`config.mk`:
```
export PLATFORM = sky130hd
export DESIGN_NAME = axi_w_req_arbiter_flat
export DESIGN_NICKNAME = d
export VERILOG_FILES = /design/src/rtl/axi_w_req_arbiter_if.sv /design/src/rtl/axi_w_req_arbiter.sv /design/src/flat_wrapper.sv
export SDC_FILE = /design/constraint.sdc
export NUM_CORES = 1
export LEC_CHECK = 0
export BUFFER_PORTS_ARGS = -buffer_cell sky130_fd_sc_hd__buf_2
export CAP_MARGIN = 10
export CORE_AREA = 2 2 103 105
export DETAILED_ROUTE_END_ITERATION = 8
export DIE_AREA = 0 0 105 107
export SYNTH_ARGS = -nofsm -noshare
export SYNTH_HDL_FRONTEND = slang
export SYNTH_SLANG_ARGS = --single-unit
export TNS_END_PERCENT = 5
```
`constraint.sdc`:
```
create_clock -name ACLK -period 5.25 [get_ports ACLK]
set_input_delay 0.7875 -clock ACLK [delete_from_list [all_inputs] [get_ports ACLK]]
set_output_delay 0.7875 -clock ACLK [all_outputs]
set_load 0.05 [all_outputs]
```
`src/rtl/axi_w_req_arbiter_if.sv`:
```
// Link between the write-request arbiter and the single burst write master.
// The arbiter uses the master modport; the burst engine (or a bench) uses slave.
interface axi_w_req_arbiter_if #(
    parameter int DATA_WIDTH = 32,
    parameter int ADDR_WIDTH = 32,
    parameter int ID_WIDTH   = 4
);
    logic                  m_wen;
    logic [ADDR_WIDTH-1:0] m_awaddr;
    logic [3:0]            m_awlen;
    logic [2:0]            m_awsize;
    logic [ID_WIDTH-1:0]   m_awid;
    logic [DATA_WIDTH-1:0] m_wdata;
    logic [3:0]            m_wmask;
    logic                  m_data_resp;
    logic [3:0]            m_wdata_ptr;
    logic                  m_waddr_ok;
    logic                  m_wdata_ok;

    modport master (
        output m_wen, m_awaddr, m_awlen, m_awsize, m_awid, m_wdata, m_wmask, m_data_resp,
        input  m_wdata_ptr, m_waddr_ok, m_wdata_ok
    );

    modport slave (
        input  m_wen, m_awaddr, m_awlen, m_awsize, m_awid, m_wdata, m_wmask, m_data_resp,
        output m_wdata_ptr, m_waddr_ok, m_wdata_ok
    );
endinterface

```
`src/rtl/axi_w_req_arbiter.sv`:
```
// Two-requester round-robin arbiter in front of one AXI burst write master,
// with a sticky watchdog on the outstanding write.
`ifndef AXI_DATA_WIDTH
`define AXI_DATA_WIDTH 32
`endif
`ifndef AXI_ADDR_WIDTH
`define AXI_ADDR_WIDTH 32
`endif
`ifndef AXI_ID_WIDTH
`define AXI_ID_WIDTH 4
`endif

module axi_w_req_arbiter #(
    parameter int DATA_WIDTH     = `AXI_DATA_WIDTH,
    parameter int ADDR_WIDTH     = `AXI_ADDR_WIDTH,
    parameter int ID_WIDTH       = `AXI_ID_WIDTH,
    parameter int TIMEOUT_CYCLES = 1024
) (
    input  logic                  ACLK,
    input  logic                  ARESETn,
    input  logic                  s0_req,
    input  logic [ADDR_WIDTH-1:0] s0_awaddr,
    input  logic [3:0]            s0_awlen,
    input  logic [2:0]            s0_awsize,
    input  logic [ID_WIDTH-1:0]   s0_awid,
    input  logic [DATA_WIDTH-1:0] s0_wdata,
    input  logic [3:0]            s0_wmask,
    input  logic                  s0_data_resp,
    output logic                  s0_gnt,
    output logic [3:0]            s0_wdata_ptr,
    output logic                  s0_done,
    input  logic                  s1_req,
    input  logic [ADDR_WIDTH-1:0] s1_awaddr,
    input  logic [3:0]            s1_awlen,
    input  logic [2:0]            s1_awsize,
    input  logic [ID_WIDTH-1:0]   s1_awid,
    input  logic [DATA_WIDTH-1:0] s1_wdata,
    input  logic [3:0]            s1_wmask,
    input  logic                  s1_data_resp,
    output logic                  s1_gnt,
    output logic [3:0]            s1_wdata_ptr,
    output logic                  s1_done,
    axi_w_req_arbiter_if.master   m,
    output logic                  busy,
    output logic                  timeout_err
);
    localparam int CW = $clog2(TIMEOUT_CYCLES + 1);

    typedef enum logic [1:0] {IDLE, ISSUE, BUSY} state_t;

    state_t          state_q, state_d;
    logic            sel_q, sel_d;   // 0 = s0 owns the master, 1 = s1
    logic            rr_q, rr_d;
    logic [CW-1:0]   cnt_q;
    logic            err_q;
    logic            wen, done0, done1, active;

    always_ff @(posedge ACLK or negedge ARESETn) begin
        if (!ARESETn) begin
            state_q <= IDLE;
            sel_q   <= 1'b0;
            rr_q    <= 1'b0;
        end else begin
            state_q <= state_d;
            sel_q   <= sel_d;
            rr_q    <= rr_d;
        end
    end

    always_comb begin
        state_d = state_q;
        sel_d   = sel_q;
        rr_d    = rr_q;
        wen     = 1'b0;
        done0   = 1'b0;
        done1   = 1'b0;
        case (state_q)
            IDLE: begin
                if (s0_req || s1_req) begin
                    state_d = ISSUE;
                    sel_d   = (s0_req && s1_req) ? rr_q : s1_req;
                end
            end
            ISSUE: begin
                wen = 1'b1;
                if (m.m_waddr_ok) state_d = BUSY;
            end
            BUSY: begin
                if (m.m_wdata_ok) begin
                    state_d = IDLE;
                    rr_d    = ~sel_q;
                    done0   = ~sel_q;
                    done1   = sel_q;
                end
            end
            default: state_d = IDLE;
        endcase
    end

    // Watchdog only observes; it never forces the FSM out of a stuck write.
    always_ff @(posedge ACLK or negedge ARESETn) begin
        if (!ARESETn) begin
            cnt_q <= '0;
            err_q <= 1'b0;
        end else if (state_q == IDLE) begin
            if (state_d == ISSUE) cnt_q <= '0;
        end else begin
            if (cnt_q != CW'(TIMEOUT_CYCLES)) cnt_q <= cnt_q + 1'b1;
            if (cnt_q == CW'(TIMEOUT_CYCLES - 1)) err_q <= 1'b1;
        end
    end

    assign active = (state_q != IDLE);

    // Every master-side field is forced to 0 in IDLE so reset leaves all outputs low.
    assign m.m_wen       = wen;
    assign m.m_awaddr    = !active ? '0 : (sel_q ? s1_awaddr    : s0_awaddr);
    assign m.m_awlen     = !active ? '0 : (sel_q ? s1_awlen     : s0_awlen);
    assign m.m_awsize    = !active ? '0 : (sel_q ? s1_awsize    : s0_awsize);
    assign m.m_awid      = !active ? '0 : (sel_q ? s1_awid      : s0_awid);
    assign m.m_wdata     = !active ? '0 : (sel_q ? s1_wdata     : s0_wdata);
    assign m.m_wmask     = !active ? '0 : (sel_q ? s1_wmask     : s0_wmask);
    assign m.m_data_resp = !active ? '0 : (sel_q ? s1_data_resp : s0_data_resp);

    assign s0_gnt       = active && !sel_q;
    assign s1_gnt       = active &&  sel_q;
    assign s0_wdata_ptr = s0_gnt ? m.m_wdata_ptr : 4'd0;
    assign s1_wdata_ptr = s1_gnt ? m.m_wdata_ptr : 4'd0;
    assign s0_done      = done0;
    assign s1_done      = done1;
    assign busy         = active;
    assign timeout_err  = err_q;
endmodule

```
`src/flat_wrapper.sv`:
```
// flat-port wrapper written by rule: the top's interface ports become plain ports
module axi_w_req_arbiter_flat 
#(
    parameter int DATA_WIDTH     = `AXI_DATA_WIDTH,
    parameter int ADDR_WIDTH     = `AXI_ADDR_WIDTH,
    parameter int ID_WIDTH       = `AXI_ID_WIDTH,
    parameter int TIMEOUT_CYCLES = 1024
)
  (ACLK, ARESETn, s0_req, s0_awaddr, s0_awlen, s0_awsize, s0_awid, s0_wdata, s0_wmask, s0_data_resp, s0_gnt, s0_wdata_ptr, s0_done, s1_req, s1_awaddr, s1_awlen, s1_awsize, s1_awid, s1_wdata, s1_wmask, s1_data_resp, s1_gnt, s1_wdata_ptr, s1_done, busy, timeout_err, m_m_wen, m_m_awaddr, m_m_awlen, m_m_awsize, m_m_awid, m_m_wdata, m_m_wmask, m_m_data_resp, m_m_wdata_ptr, m_m_waddr_ok, m_m_wdata_ok);
  axi_w_req_arbiter_if #(.DATA_WIDTH(DATA_WIDTH), .ADDR_WIDTH(ADDR_WIDTH), .ID_WIDTH(ID_WIDTH)) m_i ();
  input  logic ACLK;
  input  logic ARESETn;
  input  logic s0_req;
  input  logic [ADDR_WIDTH-1:0] s0_awaddr;
  input  logic [3:0] s0_awlen;
  input  logic [2:0] s0_awsize;
  input  logic [ID_WIDTH-1:0] s0_awid;
  input  logic [DATA_WIDTH-1:0] s0_wdata;
  input  logic [3:0] s0_wmask;
  input  logic s0_data_resp;
  output logic s0_gnt;
  output logic [3:0] s0_wdata_ptr;
  output logic s0_done;
  input  logic s1_req;
  input  logic [ADDR_WIDTH-1:0] s1_awaddr;
  input  logic [3:0] s1_awlen;
  input  logic [2:0] s1_awsize;
  input  logic [ID_WIDTH-1:0] s1_awid;
  input  logic [DATA_WIDTH-1:0] s1_wdata;
  input  logic [3:0] s1_wmask;
  input  logic s1_data_resp;
  output logic s1_gnt;
  output logic [3:0] s1_wdata_ptr;
  output logic s1_done;
  output logic busy;
  output logic timeout_err;
  output wire logic [$bits(m_i.m_wen)-1:0] m_m_wen;
  output wire logic [$bits(m_i.m_awaddr)-1:0] m_m_awaddr;
  output wire logic [$bits(m_i.m_awlen)-1:0] m_m_awlen;
  output wire logic [$bits(m_i.m_awsize)-1:0] m_m_awsize;
  output wire logic [$bits(m_i.m_awid)-1:0] m_m_awid;
  output wire logic [$bits(m_i.m_wdata)-1:0] m_m_wdata;
  output wire logic [$bits(m_i.m_wmask)-1:0] m_m_wmask;
  output wire logic [$bits(m_i.m_data_resp)-1:0] m_m_data_resp;
  input wire logic [$bits(m_i.m_wdata_ptr)-1:0] m_m_wdata_ptr;
  input wire logic [$bits(m_i.m_waddr_ok)-1:0] m_m_waddr_ok;
  input wire logic [$bits(m_i.m_wdata_ok)-1:0] m_m_wdata_ok;
  assign m_m_wen = m_i.m_wen;
  assign m_m_awaddr = m_i.m_awaddr;
  assign m_m_awlen = m_i.m_awlen;
  assign m_m_awsize = m_i.m_awsize;
  assign m_m_awid = m_i.m_awid;
  assign m_m_wdata = m_i.m_wdata;
  assign m_m_wmask = m_i.m_wmask;
  assign m_m_data_resp = m_i.m_data_resp;
  assign m_i.m_wdata_ptr = m_m_wdata_ptr;
  assign m_i.m_waddr_ok = m_m_waddr_ok;
  assign m_i.m_wdata_ok = m_m_wdata_ok;
  axi_w_req_arbiter #(.DATA_WIDTH(DATA_WIDTH), .ADDR_WIDTH(ADDR_WIDTH), .ID_WIDTH(ID_WIDTH), .TIMEOUT_CYCLES(TIMEOUT_CYCLES)) u_core (.ACLK(ACLK), .ARESETn(ARESETn), .s0_req(s0_req), .s0_awaddr(s0_awaddr), .s0_awlen(s0_awlen), .s0_awsize(s0_awsize), .s0_awid(s0_awid), .s0_wdata(s0_wdata), .s0_wmask(s0_wmask), .s0_data_resp(s0_data_resp), .s0_gnt(s0_gnt), .s0_wdata_ptr(s0_wdata_ptr), .s0_done(s0_done), .s1_req(s1_req), .s1_awaddr(s1_awaddr), .s1_awlen(s1_awlen), .s1_awsize(s1_awsize), .s1_awid(s1_awid), .s1_wdata(s1_wdata), .s1_wmask(s1_wmask), .s1_data_resp(s1_data_resp), .s1_gnt(s1_gnt), .s1_wdata_ptr(s1_wdata_ptr), .s1_done(s1_done), .m(m_i), .busy(busy), .timeout_err(timeout_err));
endmodule
```
---- Word level (Yosys, flattened, before mapping) ----
Cells that the tools add are included.
word-level totals
  flip-flop bits (word level) ............. 16
  input bits .............................. 170
  output and inout bits ................... 95
  word-level logic and storage cells ...... 55
operators by class
  add/sub/neg operators ................... 1
  equal/unequal tests ..................... 6
  mux-type cells .......................... 29
  bitwise operators ....................... 2
  reduce and logical (&&, ||, !) cells .... 12
operators by type and width
  kind                     count
  $mux W32                 4
  $mux W11                 3
  $mux W4                  8
  $add A11 B1 Y11 const B  1
  $eq A11 B10 Y1 const B   1
  $ne A11 B11 Y1 const B   1
  $mux W1                  8
  $reduce_and A2 Y1        4
  $mux W2                  3
  $mux W3                  2
  $pmux W2 S3              1
  $eq A2 B1 Y1 const B     2
  $reduce_bool A2 Y1       2
  $logic_and A1 B1 Y1      3
  $eq A2 B2 Y1 const B     1
  $logic_not A2 Y1         1
  $ne A2 B2 Y1 const B     1
  $not A1 Y1               2
  $logic_not A1 Y1         1
  $logic_or A1 B1 Y1       1

---- Logic depth before layout (Yosys ltp) ----
Gate-level depths: netlist of run 1.
  depth in word-level cells ............... 6
  depth in mapped cells ................... 6
  depth with buffers taken out ............ 5

---- Worst setup path before layout of run 1 ----
OpenSTA, ideal clock, no wires.
  path type ............................... register -> output
  from .................................... register u_core.state_q[1]
  to ...................................... output s0_wdata_ptr[0]
  arrival ................................. 1.941 ns
  required time ........................... 4.463 ns
  setup slack ............................. 2.522 ns
  stages on the path, launching flop included .. 6
  buffers on the path ..................... 2
  path through ............................ dfrtp_1 clkbuf_1 nor2_2 clkinv_1 clkbuf_1 and3_1
between the ends
  cells in the longest elaborated chain, start to end .. 3
ends and longest elaborated chain
  item                    line                      RTL
  from (decl)             axi_w_req_arbiter.sv:51   state_t state_q, state_d;
  from (signal assigned)  axi_w_req_arbiter.sv:64   state_q <= state_d;
  $reduce_bool A2 Y1      axi_w_req_arbiter.sv:113  assign active = (state_q != IDLE);
  net busy                flat_wrapper.sv:35        output logic busy;
  $logic_and A1 B1 Y1     axi_w_req_arbiter.sv:125  assign s0_gnt = active && !sel_q;
  $mux W4                 axi_w_req_arbiter.sv:127  assign s0_wdata_ptr = s0_gnt ? m.m_wdata_ptr : 4'd0;
  to (decl)               flat_wrapper.sv:22        output logic [3:0] s0_wdata_ptr;
The timed path passes the listed nets, and every way through them passes these cells.

---- Worst setup path after layout of run 1 ----
  from .................................... register u_core.sel_q
  to ...................................... output m_m_wdata[24]
between the ends
  cells in the longest elaborated chain, start to end .. 2
ends and longest elaborated chain
  item                    line                      RTL
  from (decl)             axi_w_req_arbiter.sv:52   logic sel_q, sel_d;
  from (signal assigned)  axi_w_req_arbiter.sv:65   sel_q <= sel_d;
  $mux W32 (2 in series)  axi_w_req_arbiter.sv:121  assign m.m_wdata = !active ? '0 : (sel_q ? s1_wdata : s0_wdata);
  to (decl)               flat_wrapper.sv:42        output wire logic [$bits(m_i.m_wdata)-1:0] m_m_wdata;
Every way passes these cells.

==> results of run 1 <==
==> metrics by stage <==
step	area, um2	hold WS (ps)	setup slack, ps	util [%]	instances
after floorplan	2100	444	2520	-	275
after global placement	3520	461	2460	34.9	655
after detailed placement	3520	460	2370	34.9	655
after CTS	3570	454	2100	35.3	659
after global routing	3570	474	1960	35.4	661
final	3570	447	2090	35.4	662
==> how the worst max path moves through the flow <==
stage | endpoint | cells past startpoint
after floorplan | s0_wdata_ptr[0] | 5
final | m_m_wdata[24] | 4
after global routing | m_m_wdata[24] | 4
after CTS | m_m_wdata[20] | 4
after detailed placement | m_m_wdata[20] | 4
after global placement | m_m_wdata[2] | 4
==> cell usage in the layout (no fill, tap or decap), drive strengths merged, types with 2 or more instances in the layout <==
master and instances:
mux2i 82, o2111ai 3, o21ai 6, a21o 2, a21oi 2, or3 2, nand4 2, o211ai 2
inv 6, dfrtp 16, or4 5, xor2 2, diode 3, nor2 90, a22o 2, buf 267
ha 2, nand3 4, nand2 2, o31ai 2, and3 9, clkbuf 4
==> sequential cells by signal, summed over array words and instances, names as in the netlist <==
name / cells
u_core.rr_q: 1
u_core.cnt_q: 11
u_core.sel_q: 1
u_core.state_q: 2
u_core.timeout_err: 1
==> critical path: cells and delay by family (launching register included) <==
family	cells	cell delay (ps)
flip-flops	1	1060
multiplexers	1	250
AND/OR/NAND/NOR	1	60
buffers and inverters	2	700
==> cells by family after synthesis <==
group,Yosys count
compound gates,25
mux,83
buf+inv,30
simple gates,117
fa+ha+maj,2
flops,16
xor+xnor,2
==> power breakdown <==
part | leakage (uW) | internal, uW | switching (uW) | total (uW)
Combinational | 0.00193 | 603 | 1760 | 2360
Clock | 0.0000228 | 53.7 | 39.7 | 93.4
Sequential | 0.000213 | 151 | 150 | 301
==> final cells by class <==
cell class	instances	area (um2)	share of cell area, %
multi-input cells	229	1580	44.1
diodes	3	7.51	0.210
repair buffers	267	1340	37.6
flip-flops and latches	16	404	11.3
clock buffers	4	45.0	1.26
well taps	136	170	4.76
inverters	7	26.3	0.735
==> per-layer routing <==
metal	share of wire [%]	global-route usage, %	up-vias
met5	0.27	0	-
met1	36	16.9	1305
met3	9.3	4.50	20
met2	51	30.3	166
met4	3.0	5.24	4
li1	-	-	1460
==> flow_metrics.tcl, run 1 <==
set metrics [dict create \
    outcome "finished, final reports clean" \
    power_uw 2760 \
    hold_violations 0 \
    wl_um 9990 \
    yosysTopAreaCellShare_pct 39.1 \
    ys_types 37 \
    finalSetupViolations 0 \
    synth-simple-area-share_pct 24.4 \
    hold_class "in -> async" \
    cts-hold-fix-buffers 0 \
    drive_gt1_share_pct 53.0 \
    grt_use_total_pct 16.0 \
    grt_pass1_wl_um 14500 \
    nFillCells 1126 \
    startpoint_type "register" \
    maxCapViolCount 0 \
    synth_ff_type "dfrtp_1" \
    synth_area_um2 2100 \
    arrival_ps 2370 \
    start_util_pct 20.8 \
    fp.dieArea_um2 11200 \
    core_um2 10100 \
    cts.sinks 16 \
    startpoint "u_core.sel_q$_DFFE_PN0P_" \
    reg2reg_slack_ps 3360 \
    yosysMostFrequentCell "nor2_1" \
    dpl.hpwl_um 8400 \
    wl_per_cell_um 15.1 \
    timing.fmax_mhz 317 \
    gp_congestion 0.848 \
    synthAdderAreaFrac_pct 1.19 \
    path_clk_slew_ps 60 \
    syn_to_final_growth_pct 70.4 \
    crit_fanout 62 \
    synth_edf_count 0 \
    post_cts.repair.setup_buffers 0 \
    cts_buffer_depth 2 \
    via_per_inst 4.46 \
    cts_root_buf "clkbuf_8" \
    antenna_found_initial 5 \
    ir_drop_v 0.000411 \
    ant_nets 0 \
    final.setup_skew_ps 4.16 \
    crit_required_ps 4460 \
    r2r_cells 4 \
    r2r_end "u_core.cnt_q[0]$_DFFE_PN0P_" \
    fin_setup_tns_ps 0 \
    avgSynthCellArea_um2 7.63 \
    htreeDepth 1 \
    yosys_warnings 0 \
    grt_max_degree 87 \
    die_w_um 105 \
    cts_tree "yes" \
    route.detailed.drc 0 \
    vias 2955 \
    clk_latency_ps 250 \
    synthCells 275 \
    synth-xor-area-share_pct 0.835 \
    max-slew-margin-rel_pct 35.0 \
    grt_pass1_vias 2815 \
    synth_common_cells "nor2_1, mux2i_1, dfrtp_1" \
    synth-compound-area-share_pct 8.88 \
    p_leak_uw 0.00217 \
    grt_setup_unrepaired "false" \
    synthArstFlopShare_pct 100 \
    yosysTopAreaCell "mux2i_1" \
    critPathMaxStageDelay_ps 1060 \
    pin_count 265 \
    crit_chain "buf_4 -> mux2i_1 -> nor2_1 -> buf_2" \
    synth_seq_area_share_pct 19.1 \
    yosys-mux-area-fraction_pct 39.7 \
    io_buffers 264 \
    period_minus_slack_ps 3160 \
    fin_nets 696 \
    synth_top_family_by_area "multiplexers" \
    ctsResizeCount 0 \
    first_iter_violations 196 \
    tightest_slew_ps 975 \
    core.rowCount 37 \
    cts_inserted_buffers 3 \
    grt_overflow 0 \
    dr.pass1.iters 4 \
    ys_ff_latch 16 \
    slowest_stage "dfrtp_4" \
    period_share_pct 60.1 \
    synth_area_leaders "mux2i_1, dfrtp_1, nor2_1" \
    syn-num-nets 447 \
    end_kind "output pin" \
    r2r-start "u_core.state_q[1]$_DFF_PN0_" \
    crit_type "reg -> out" \
    drv_slew 0 \
    power_density_nw_per_um2 772 \
    die_h_um 107 \
]
(Power assumes the default switching activity.)
==> inputs of run 2 (changes only) <==
- ABC_AREA: default -> 1
- clock period: 5.25 -> 3.2 ns (I/O delays scaled with it)
==> run 2 against run 1 <==
Combinational power up 84%. Register-to-register slack got worse by 2000 ps. Non-clock buffer count shrank 1. Utilization shrank 2.1 points. Power is 77% higher. Final cell count down 4.7%. First-iteration DRC count down 18%. Count of clock-buffer cells in the layout decreased by 1. Sequential power increased by 28%. Global-route usage up 0.90 points. Largest power group unchanged. Highest routed layer is now met4.
==> flow_metrics.tcl, run 2 <==
set metrics [dict create \
    startpoint_type "register" \
    outcome "finished, final reports clean" \
    p_leak_uw 0.00201 \
    wl_um 10300 \
    reg.largest.list "u_core.cnt_q x11, u_core.state_q x2" \
    placed_cell_area_um2 3320 \
    syn_to_final_growth_pct 72.4 \
    yosysTopAreaCell "a22o_1" \
    ir_drop_v 0.000693 \
    cts.sinks 16 \
    core_um2 10100 \
    grt_setup_unrepaired "false" \
    start_util_pct 19.4 \
    vias 2911 \
    dpl.cell_count 625 \
    synth_area_um2 1950 \
    io_buffers 264 \
    cts_inserted_buffers 3 \
    power_frac_seq_pct 7.9 \
    final.setup_skew_ps 1.73 \
    r2r_end "u_core.cnt_q[0]$_DFFE_PN0P_" \
    dpl.hpwl_um 8700 \
    maxCapViolCount 0 \
    clk_latency_ps 250 \
    grt_overflow 0 \
    grt_max_degree 64 \
    via_per_inst 4.61 \
    synth_area_leaders "a22o_1, dfrtp_1, nand2_1" \
    grt_pass1_wl_um 14900 \
    power_density_nw_per_um2 1450 \
    dr.pass1.iters 4 \
    final_cell_mix "buf_2, a22o_1, nand2_1" \
    synth_common_cells "a22o_1, nand2_1, nor2_1" \
    die_h_um 107 \
    critPathMaxStageDelay_ps 490 \
    drv_slew 0 \
    path_delay_family "buffers and inverters" \
    crit_fanout 52 \
    finalSetupViolations 0 \
    ctsResizeCount 0 \
    synthArstFlopShare_pct 100 \
    p_int_uw 1430 \
    ys_ff_latch 16 \
    timing.fmax_mhz 387 \
    end_kind "output pin" \
    post_cts.repair.setup_buffers 0 \
    period_share_pct 80.8 \
    synth_ff_type "dfrtp_1" \
    combinationalPowerShare_pct 89.0 \
    top_register "u_core.cnt_q" \
    cts_tree "yes" \
    ant_nets 0 \
    fin_nets 666 \
    die_w_um 105 \
    clkPwrFrac_pct 3.1 \
    synthCells 242 \
    yosysTopAreaCellShare_pct 35.9 \
    tightest_slew_ps 695 \
    crit_buf_inv 2 \
    grt_use_total_pct 16.9 \
    period_minus_slack_ps 2580 \
    largest_reg_flops 11 \
    synth_seq_area_share_pct 20.5 \
    layout_commonest_cell "buf_2" \
    drive_gt1_share_pct 59.1 \
    cts_root_buf "clkbuf_8" \
    crit_type "reg -> out" \
    p_sw_share_pct 70.7 \
    syn-num-nets 414 \
    max-slew-margin-rel_pct 53.6 \
    cp_common_cell "nor2_8" \
    arrival_ps 2100 \
    slowest_stage "dfrtp_1" \
    antenna_found_initial 3 \
    p_switching_uw 3450 \
    yosysMostFrequentCell "a22o_1" \
    gp_congestion 1.02 \
    startpoint "u_core.state_q[1]$_DFF_PN0_" \
    fin_setup_tns_ps 0 \
    crit_chain "nor2_8 -> nor2_8 -> buf_12 -> a22o_1 -> buf_2" \
    grt_pass1_vias 2766 \
    core.rowCount 37 \
    yosys_warnings 0 \
    reg2reg_slack_ps 1330 \
    avgSynthCellArea_um2 8.07 \
    path_clk_slew_ps 60 \
    route.detailed.drc 0 \
    synth_edf_count 0 \
    htreeDepth 1 \
    hold_violations 0 \
    wl_per_cell_um 16.4 \
    first_iter_violations 160 \
    ys_types 29 \
    cts-hold-fix-buffers 0 \
    fin_cells 631 \
    r2r_cells 7 \
    crit_required_ps 2720 \
    r2r-start "u_core.cnt_q[0]$_DFFE_PN0P_" \
    pin_count 265 \
    cts_buffer_depth 2 \
    fin_area_um2 3370 \
    hold_class "in -> async" \
    fp.dieArea_um2 11200 \
]
==> run 2: changes by cell type in the layout (fill, tap and decap cells not counted), sizes merged, moves of 9 or more <==
cell   previous run  this run
nor2             90        26
a22o              2        80
inv               6        24
and3              9         0
mux2i            82         0
nand2             2        34
nand3             4        21
==> run 2: logic make-up after synthesis <==
kind of cell	share of synthesized area (%)
buffers and inverters	13.3
and+or+nand+nor	25.1
xor gates and xnor gates	0.449
DFF	20.5
AOI/OAI and AO/OA	39.4
adders and majority gates	1.28
==> run 2: cell type report <==
cell class                 count  area (um2)
antenna                        3        7.51
clock buffer                   3        41.3
fill                        1093        6730
inverter                      24        92.6
multi-input combinational    183        1290
sequential                    16         400
tap                          136         170
timing repair buffer         266        1360
==> run 2: stage by stage <==
step | utilization [%] | worst slack (ps) | power [uW] | hold slack [ps]
2_1_floorplan | - | 1010 | 3900 | 184
3_3_place_gp | 32.9 | 921 | 4690 | 420
3_5_place_dp | 32.9 | 850 | 4730 | 419
4_1_cts | 33.3 | 572 | 4900 | 147
5_1_grt | 33.4 | 487 | 5120 | 165
6_report | 33.4 | 615 | 4880 | 139
==> run 2: power groups by stage <==
stage	Sequential, uW	Combinational [uW]	Clock (uW)
after floorplan	367	3530	0
after global placement	383	4310	0
after detailed placement	389	4340	0
after CTS	385	4350	157
after global routing	400	4550	165
final	385	4340	153
==> run 2: routing by layer <==
metal / track usage (%) / wire, um / vias to the layer above
met1: 22.4 / 4600 / 1378
met2: 26.6 / 4810 / 125
li1: - / - / 1400
met3: 5.11 / 787 / 8
met4: 4.19 / 132 / 0
met5: 0 / 0 / -
==> run 2: worst max path at each step <==
stage / slack (ps) / cells past startpoint / end
final: 620 / 5 / m_m_wdata[30]
after global routing: 490 / 5 / m_m_awaddr[8]
after CTS: 570 / 5 / m_m_awaddr[8]
after detailed placement: 850 / 5 / m_m_awaddr[8]
after global placement: 920 / 5 / m_m_awaddr[8]
after floorplan: 1010 / 5 / s0_wdata_ptr[0]
